**config.mk**
```make
export PLATFORM = sky130hd
export DESIGN_NAME = idex_operand_stage_flat
export DESIGN_NICKNAME = d
export VERILOG_FILES = /design/src/rtl/cpu_types_pkg.sv /design/src/rtl/idex_operand_stage_if.sv /design/src/rtl/fwd_mux.sv /design/src/rtl/idex_operand_stage.sv /design/src/flat_wrapper.sv
export SDC_FILE = /design/constraint.sdc
export NUM_CORES = 1
export LEC_CHECK = 0
export CAP_MARGIN = 30
export CORE_AREA = 5 5 171 173
export DETAILED_ROUTE_END_ITERATION = 10
export DIE_AREA = 0 0 176 178
export GPL_TIMING_DRIVEN = 0
export PLACE_DENSITY = 0.8
export SLEW_MARGIN = 20
export SYNTH_ARGS = -nofsm -noshare
export SYNTH_HDL_FRONTEND = slang
export SYNTH_HIERARCHICAL = 1
export SYNTH_SLANG_ARGS = --single-unit
```
**constraint.sdc**
```tcl
create_clock -name CLK -period 3.55 [get_ports CLK]
set_input_delay 0.355 -clock CLK [delete_from_list [all_inputs] [get_ports CLK]]
set_output_delay 0.355 -clock CLK [all_outputs]
set_load 0.03 [all_outputs]
```
**src/rtl/cpu_types_pkg.sv**
```systemverilog
// Shared datapath widths, operand/branch encodings and the ID/EX pipeline register layout.
package cpu_types_pkg;

  localparam int WORD_W = 32;
  localparam int REG_AW = 5;

  typedef enum logic [3:0] {
    ALU_SLL  = 4'd0,
    ALU_SRL  = 4'd1,
    ALU_ADD  = 4'd2,
    ALU_SUB  = 4'd3,
    ALU_AND  = 4'd4,
    ALU_OR   = 4'd5,
    ALU_XOR  = 4'd6,
    ALU_NOR  = 4'd7,
    ALU_SLT  = 4'd8,
    ALU_SLTU = 4'd9,
    ALU_LUI  = 4'd10
  } aluop_t;

  typedef enum logic [1:0] {
    OP_RT    = 2'd0,
    OP_IMM   = 2'd1,
    OP_SHAMT = 2'd2
  } opsrc_t;

  typedef enum logic [1:0] {
    BR_NONE = 2'd0,
    BR_EQ   = 2'd1,
    BR_NE   = 2'd2
  } brtype_t;

  typedef struct packed {
    logic              valid;
    aluop_t            alucode;
    logic [REG_AW-1:0] rs;
    logic [REG_AW-1:0] rt;
    logic [WORD_W-1:0] rsdat;
    logic [WORD_W-1:0] rtdat;
    logic [WORD_W-1:0] imm;
    logic [REG_AW-1:0] shamt;
    opsrc_t            alusrc;
    logic [REG_AW-1:0] dest;
    logic              regwen;
    logic              memread;
    logic              memwrite;
    brtype_t           branch;
    logic [WORD_W-1:0] brtarget;
  } idex_t;

endpackage

```
**src/rtl/idex_operand_stage_if.sv**
```systemverilog
// ALU-side bundle: operation and operands out to the ALU, result and zero flag back.
interface idex_operand_stage_if;
  import cpu_types_pkg::*;

  aluop_t            alucode_IDEX;
  logic [WORD_W-1:0] oprnd1;
  logic [WORD_W-1:0] oprnd2;
  logic [WORD_W-1:0] alurst;
  logic              zroflg;

  modport master (output alucode_IDEX, oprnd1, oprnd2, input alurst, zroflg);
  modport slave  (input alucode_IDEX, oprnd1, oprnd2, output alurst, zroflg);

endinterface

```
**src/rtl/fwd_mux.sv**
```systemverilog
// Per-operand bypass select: EX/MEM beats MEM/WB beats the registered value; r0 never bypassed.
module fwd_mux
  import cpu_types_pkg::*;
(
  input  logic [REG_AW-1:0] src_idx_i,
  input  logic [WORD_W-1:0] reg_dat_i,
  input  logic              exmem_regwen_i,
  input  logic [REG_AW-1:0] exmem_dest_i,
  input  logic [WORD_W-1:0] exmem_result_i,
  input  logic              memwb_regwen_i,
  input  logic [REG_AW-1:0] memwb_dest_i,
  input  logic [WORD_W-1:0] memwb_wdat_i,
  output logic [WORD_W-1:0] fwd_dat_o
);

  always_comb begin
    fwd_dat_o = reg_dat_i;
    if (exmem_regwen_i && (exmem_dest_i != '0) && (exmem_dest_i == src_idx_i)) begin
      fwd_dat_o = exmem_result_i;
    end else if (memwb_regwen_i && (memwb_dest_i != '0) && (memwb_dest_i == src_idx_i)) begin
      fwd_dat_o = memwb_wdat_i;
    end
  end

endmodule

```
**src/rtl/idex_operand_stage.sv**
```systemverilog
// ID/EX register with operand bypassing, load-use bubble insertion and EX-stage BEQ/BNE resolution.
module idex_operand_stage
  import cpu_types_pkg::*;
(
  input  logic              CLK,
  input  logic              nRST,
  input  logic              stall_in,
  input  logic              id_valid,
  input  aluop_t            id_alucode,
  input  logic [REG_AW-1:0] id_rs,
  input  logic [REG_AW-1:0] id_rt,
  input  logic [WORD_W-1:0] id_rsdat,
  input  logic [WORD_W-1:0] id_rtdat,
  input  logic [WORD_W-1:0] id_imm,
  input  logic [REG_AW-1:0] id_shamt,
  input  opsrc_t            id_alusrc,
  input  logic [REG_AW-1:0] id_dest,
  input  logic              id_regwen,
  input  logic              id_memread,
  input  logic              id_memwrite,
  input  brtype_t           id_branch,
  input  logic [WORD_W-1:0] id_brtarget,
  input  logic              exmem_regwen,
  input  logic [REG_AW-1:0] exmem_dest,
  input  logic [WORD_W-1:0] exmem_result,
  input  logic              memwb_regwen,
  input  logic [REG_AW-1:0] memwb_dest,
  input  logic [WORD_W-1:0] memwb_wdat,
  idex_operand_stage_if.master alu,
  output logic              ex_valid,
  output logic              ex_regwen,
  output logic              ex_memread,
  output logic              ex_memwrite,
  output logic [REG_AW-1:0] ex_dest,
  output logic [WORD_W-1:0] ex_result,
  output logic [WORD_W-1:0] ex_storedat,
  output logic              id_stall,
  output logic              br_taken,
  output logic [WORD_W-1:0] br_target,
  output logic              flush_ifid
);

  idex_t             idex_q, idex_d;
  logic [WORD_W-1:0] rs_fwd, rt_fwd;
  logic              rt_is_src, load_use, ex_is_shift;

  fwd_mux u_fwd_rs (
    .src_idx_i(idex_q.rs), .reg_dat_i(idex_q.rsdat),
    .exmem_regwen_i(exmem_regwen), .exmem_dest_i(exmem_dest), .exmem_result_i(exmem_result),
    .memwb_regwen_i(memwb_regwen), .memwb_dest_i(memwb_dest), .memwb_wdat_i(memwb_wdat),
    .fwd_dat_o(rs_fwd)
  );

  fwd_mux u_fwd_rt (
    .src_idx_i(idex_q.rt), .reg_dat_i(idex_q.rtdat),
    .exmem_regwen_i(exmem_regwen), .exmem_dest_i(exmem_dest), .exmem_result_i(exmem_result),
    .memwb_regwen_i(memwb_regwen), .memwb_dest_i(memwb_dest), .memwb_wdat_i(memwb_wdat),
    .fwd_dat_o(rt_fwd)
  );

  // rt is read by register-operand ALU ops, shifts, stores and branch compares.
  assign rt_is_src = (id_alusrc == OP_RT) || id_memwrite || (id_branch != BR_NONE) ||
                     (id_alucode == ALU_SLL) || (id_alucode == ALU_SRL);

  assign load_use = idex_q.valid && idex_q.memread && (idex_q.dest != '0) &&
                    ((idex_q.dest == id_rs) || ((idex_q.dest == id_rt) && rt_is_src));

  assign br_taken = idex_q.valid && (((idex_q.branch == BR_EQ) && alu.zroflg) ||
                                     ((idex_q.branch == BR_NE) && !alu.zroflg));
  assign br_target  = idex_q.brtarget;
  assign flush_ifid = br_taken;
  assign id_stall   = load_use && !br_taken;

  // The ALU shifts oprnd1, so shifts route rt there instead of rs.
  assign ex_is_shift      = (idex_q.alucode == ALU_SLL) || (idex_q.alucode == ALU_SRL);
  assign alu.alucode_IDEX = idex_q.alucode;
  assign alu.oprnd1       = ex_is_shift ? rt_fwd : rs_fwd;

  always_comb begin
    case (idex_q.alusrc)
      OP_IMM:   alu.oprnd2 = idex_q.imm;
      OP_SHAMT: alu.oprnd2 = {{(WORD_W-REG_AW){1'b0}}, idex_q.shamt};
      default:  alu.oprnd2 = rt_fwd;
    endcase
  end

  assign ex_valid    = idex_q.valid;
  assign ex_regwen   = idex_q.regwen;
  assign ex_memread  = idex_q.memread;
  assign ex_memwrite = idex_q.memwrite;
  assign ex_dest     = idex_q.dest;
  assign ex_result   = alu.alurst;
  assign ex_storedat = rt_fwd;

  always_comb begin
    idex_d = '0;
    if (id_valid && !br_taken && !id_stall) begin
      idex_d.valid    = 1'b1;
      idex_d.alucode  = id_alucode;
      idex_d.rs       = id_rs;
      idex_d.rt       = id_rt;
      idex_d.rsdat    = id_rsdat;
      idex_d.rtdat    = id_rtdat;
      idex_d.imm      = id_imm;
      idex_d.shamt    = id_shamt;
      idex_d.alusrc   = id_alusrc;
      idex_d.dest     = id_dest;
      idex_d.regwen   = id_regwen;
      idex_d.memread  = id_memread;
      idex_d.memwrite = id_memwrite;
      idex_d.branch   = id_branch;
      idex_d.brtarget = id_brtarget;
    end
  end

  always_ff @(posedge CLK or negedge nRST) begin
    if (!nRST) begin
      idex_q <= '0;
    end else if (!stall_in) begin
      idex_q <= idex_d;
    end
  end

endmodule

```
**src/flat_wrapper.sv**
```systemverilog
// flat-port wrapper written by rule: the top's interface ports become plain ports
module idex_operand_stage_flat import cpu_types_pkg::*;
  (CLK, nRST, stall_in, id_valid, id_alucode, id_rs, id_rt, id_rsdat, id_rtdat, id_imm, id_shamt, id_alusrc, id_dest, id_regwen, id_memread, id_memwrite, id_branch, id_brtarget, exmem_regwen, exmem_dest, exmem_result, memwb_regwen, memwb_dest, memwb_wdat, ex_valid, ex_regwen, ex_memread, ex_memwrite, ex_dest, ex_result, ex_storedat, id_stall, br_taken, br_target, flush_ifid, alu_alucode_IDEX, alu_oprnd1, alu_oprnd2, alu_alurst, alu_zroflg);
  idex_operand_stage_if alu_i ();
  input  logic CLK;
  input  logic nRST;
  input  logic stall_in;
  input  logic id_valid;
  input  aluop_t id_alucode;
  input  logic [REG_AW-1:0] id_rs;
  input  logic [REG_AW-1:0] id_rt;
  input  logic [WORD_W-1:0] id_rsdat;
  input  logic [WORD_W-1:0] id_rtdat;
  input  logic [WORD_W-1:0] id_imm;
  input  logic [REG_AW-1:0] id_shamt;
  input  opsrc_t id_alusrc;
  input  logic [REG_AW-1:0] id_dest;
  input  logic id_regwen;
  input  logic id_memread;
  input  logic id_memwrite;
  input  brtype_t id_branch;
  input  logic [WORD_W-1:0] id_brtarget;
  input  logic exmem_regwen;
  input  logic [REG_AW-1:0] exmem_dest;
  input  logic [WORD_W-1:0] exmem_result;
  input  logic memwb_regwen;
  input  logic [REG_AW-1:0] memwb_dest;
  input  logic [WORD_W-1:0] memwb_wdat;
  output logic ex_valid;
  output logic ex_regwen;
  output logic ex_memread;
  output logic ex_memwrite;
  output logic [REG_AW-1:0] ex_dest;
  output logic [WORD_W-1:0] ex_result;
  output logic [WORD_W-1:0] ex_storedat;
  output logic id_stall;
  output logic br_taken;
  output logic [WORD_W-1:0] br_target;
  output logic flush_ifid;
  output wire logic [$bits(alu_i.alucode_IDEX)-1:0] alu_alucode_IDEX;
  output wire logic [$bits(alu_i.oprnd1)-1:0] alu_oprnd1;
  output wire logic [$bits(alu_i.oprnd2)-1:0] alu_oprnd2;
  input wire logic [$bits(alu_i.alurst)-1:0] alu_alurst;
  input wire logic [$bits(alu_i.zroflg)-1:0] alu_zroflg;
  assign alu_alucode_IDEX = alu_i.alucode_IDEX;
  assign alu_oprnd1 = alu_i.oprnd1;
  assign alu_oprnd2 = alu_i.oprnd2;
  assign alu_i.alurst = alu_alurst;
  assign alu_i.zroflg = alu_zroflg;
  idex_operand_stage u_core (.CLK(CLK), .nRST(nRST), .stall_in(stall_in), .id_valid(id_valid), .id_alucode(id_alucode), .id_rs(id_rs), .id_rt(id_rt), .id_rsdat(id_rsdat), .id_rtdat(id_rtdat), .id_imm(id_imm), .id_shamt(id_shamt), .id_alusrc(id_alusrc), .id_dest(id_dest), .id_regwen(id_regwen), .id_memread(id_memread), .id_memwrite(id_memwrite), .id_branch(id_branch), .id_brtarget(id_brtarget), .exmem_regwen(exmem_regwen), .exmem_dest(exmem_dest), .exmem_result(exmem_result), .memwb_regwen(memwb_regwen), .memwb_dest(memwb_dest), .memwb_wdat(memwb_wdat), .alu(alu_i), .ex_valid(ex_valid), .ex_regwen(ex_regwen), .ex_memread(ex_memread), .ex_memwrite(ex_memwrite), .ex_dest(ex_dest), .ex_result(ex_result), .ex_storedat(ex_storedat), .id_stall(id_stall), .br_taken(br_taken), .br_target(br_target), .flush_ifid(flush_ifid));
endmodule
```
==> flow_summary.ini <==
[setup_path]
setup.worst_path.start = exmem_dest[0]
cp.required_ps = 3190
cpMostUsedCell = clkdlybuf4s50_1
endpoint_kind = output pin
path_cells = clkdlybuf4s50_1, or4_4, a21oi_4, buf_12, buf_2, nor4_1, a31oi_2, clkdlybuf4s50_1
worst_path_max_delay_cell = clkdlybuf4s50_1
critPathMaxStageDelay_ps = 740
worstReg2RegStart = u_core/ex_dest[1]
cp_data_arrival_time_ps = 3220
path_max_fanout = 10
critical_path_class = in -> out
worstSetupStartpointType = primary input

[global_route]
use_met3_pct = 10.66
grt_pass1_wl_um = 93660
use_met2_pct = 61.90
busiest_layer = met2
antenna_found_initial = 6
grtUsageMet1_pct = 46.57
grtUsageTotal_pct = 38.34
grt_max_degree = 96
grt_pass1_vias = 15730
overflow = 0

[timing]
setup_viol = 3
max_slew.worst_pin.slew_ps = 1004
slew_viol_final = 0
slew_headroom_pct = 33.05
grt_setup_unrepaired = yes
min_period_ps = 3576
min_period_over_period_pct = 100.7
fin_ws_ps = -26.35
max_freq_mhz = 279.6
final_hold_viol_count = 0
skew_ps = 16.91

[logic_synthesis]
netlist_instances = 1502
yosysUniqueCellTypes = 40
syn_avg_cell_area_sq_um = 8.686
ys_seq_elements = 160
ys.flop_type = dfrtp_1
ys.warnings.count = 6
yosysSeqAreaShare_pct = 30.69
yosysTopAreaCell = dfrtp_1
async_flop_share_pct = 100.0
syn-num-nets = 1776
synth_area_sq_mm = 0.01305
synth_edf_count = 0
synth_top_area_share_pct = 30.69
synth.area.top_cells = dfrtp_1 (31%), o31ai_1 (13%), a32oi_1 (11%)

[cells_and_area]
layout_common_cells = clkdlybuf4s50_1 (329), o31ai_1 (211), nand2_1 (174)
fin_util_pct = 68.36
drive_above_1_share_pct = 14.55
nNetsFinal = 2226
area_growth_pct = 43.96
final_common_cell = clkdlybuf4s50_1
fin_cells = 2314

[cts]
cts_tree = built
clkSinkCount = 160
clock_latency_ps = 440
clk_pin_slew_worst_paths_ps = 80
cts_root_buffer = clkbuf_16
cts_buffer_depth = 2
htreeDepth = 4
numCtsBuffers = 17

[pwr]
vdd_drop_max_v = 0.0003047
p_leak_uw = 0.007795
cellPowerDensity_mw_per_mm2 = 491.1

[detailed_routing]
dr.pass1.iters = 5
route.vias.total = 15840
routedWlPerCell_um = 27.39
postRouteWirelength_um = 63390
via_per_inst = 6.843
antenna_left = 0
route.detailed.drc = 0
drt-initial-drc-count = 1917

[die]
fp.dieArea_sq_mm = 0.03133
core-area_sq_mm = 0.02748
initial_core_util_pct = 47.48
ios = 448
fp.dieH_um = 178
rows = 61
die_w_um = 176

[worst_hold_path]
hp-class = in -> async

[placement]
dp_hpwl_um = 47430
port_buffers = 415
dp_cells = 2265
dpl_worst_slack_ps = -733.8
routabilityCongestion = 0.9812

[job]
maxCapViolations = 0

[outcome]
failed_checks = setup timing
status = finished, violations left
==> metal layers <==
layer,share of wire [%],vias to the layer above
met2,46,1156
met4,5.7,6
li1,-,6823
met1,37,7617
met5,0.074,-
met3,11,233
==> timing repair <==
action / CTS / global route
resized for setup: 141 / 37
pin swaps: 6 / 1
hold endpoints to repair: 65 / 0
hold buffers: 1 / 0
setup endpoints to repair: 97 / 61
setup buffers: 11 / 4
==> cell type report <==
| class | instances | area (sq um) |
|---|---|---|
| flip-flops and latches | 160 | 4005 |
| fillers | 2319 | 8695 |
| diodes | 3 | 7.507 |
| well taps | 346 | 432.9 |
| inverters | 3 | 11.26 |
| clock inverters | 14 | 163.9 |
| clock buffers | 18 | 439.2 |
| plain buffers | 286 | 1516 |
| multi-input cells | 1051 | 7914 |
| repair buffers | 433 | 4292 |
==> cells in the mapped netlist, drive strengths merged (4+ instances only) <==
cell	instances
xnor2	24
nand4	64
nand3	6
buf	131
and2	4
o21ai	10
a32oi	159
a22oi	5
nor2	6
o31ai	223
mux2	32
dfrtp	160
nand2	174
and3b	159
a31oi	64
nor4	67
clkbuf	157
a22o	26
==> power breakdown <==
group,switching [uW],internal (uW),total [uW]
registers,307,2150,2460
logic,3010,1850,4860
clock network,932,968,1900
==> through the flow <==
stage / area, sq um / power [uW] / hold WS (ps) / setup TNS (ps)
final: 18780 / 9224 / 438.7 / -38.84
after global routing: 18780 / 9534 / 491.2 / -133.5
after CTS: 18660 / 9106 / 463.3 / -10.15
after detailed placement: 17680 / 7222 / 350.4 / -41410
after global placement: 17630 / 7160 / 469.7 / -812650
after floorplan: 13050 / 5142 / 59.41 / 0
==> path summary, 6_finish.rpt <==
path                                         to  slack, ps  cells past startpoint
max                             ex_storedat[14]        -30                      8
min                        u_core/br_target[22]        440                      2
max reg2reg                   u_core/idex_q[62]        610                      6
min reg2reg                u_core/br_target[13]        500                      2
max in group asynchronous    u_core/idex_q[127]       2220                      3
min in group CLK           u_core/br_target[28]        470                      3
==> flip-flops by register name (all words and copies together) (netlist names) <==
register / cells
u_core/ex_regwen: 1
u_core/ex_dest: 5
u_core/alu.alucode_IDEX: 4
u_core/idex_q: 115
u_core/ex_valid: 1
u_core/ex_memread: 1
u_core/br_target: 32
u_core/ex_memwrite: 1
==> cells by family after synthesis <==
logic type | Yosys count | synth area share, %
AO/OA/AOI/OAI | 494 | 29.57
XOR/XNOR | 26 | 1.745
adder cells (fa/ha/maj) | 2 | 0.1918
buffers and inverters | 291 | 11.49
flip-flops | 160 | 30.69
multiplexers | 32 | 2.762
AND/OR/NAND/NOR | 497 | 23.55
==> critical path, delay by kind of cell <==
family | cells | cell delay [ps]
buffers and inverters | 4 | 1630
AND/OR/NAND/NOR | 2 | 690
AO/OA/AOI/OAI | 2 | 550
(Power assumes the default switching activity.)
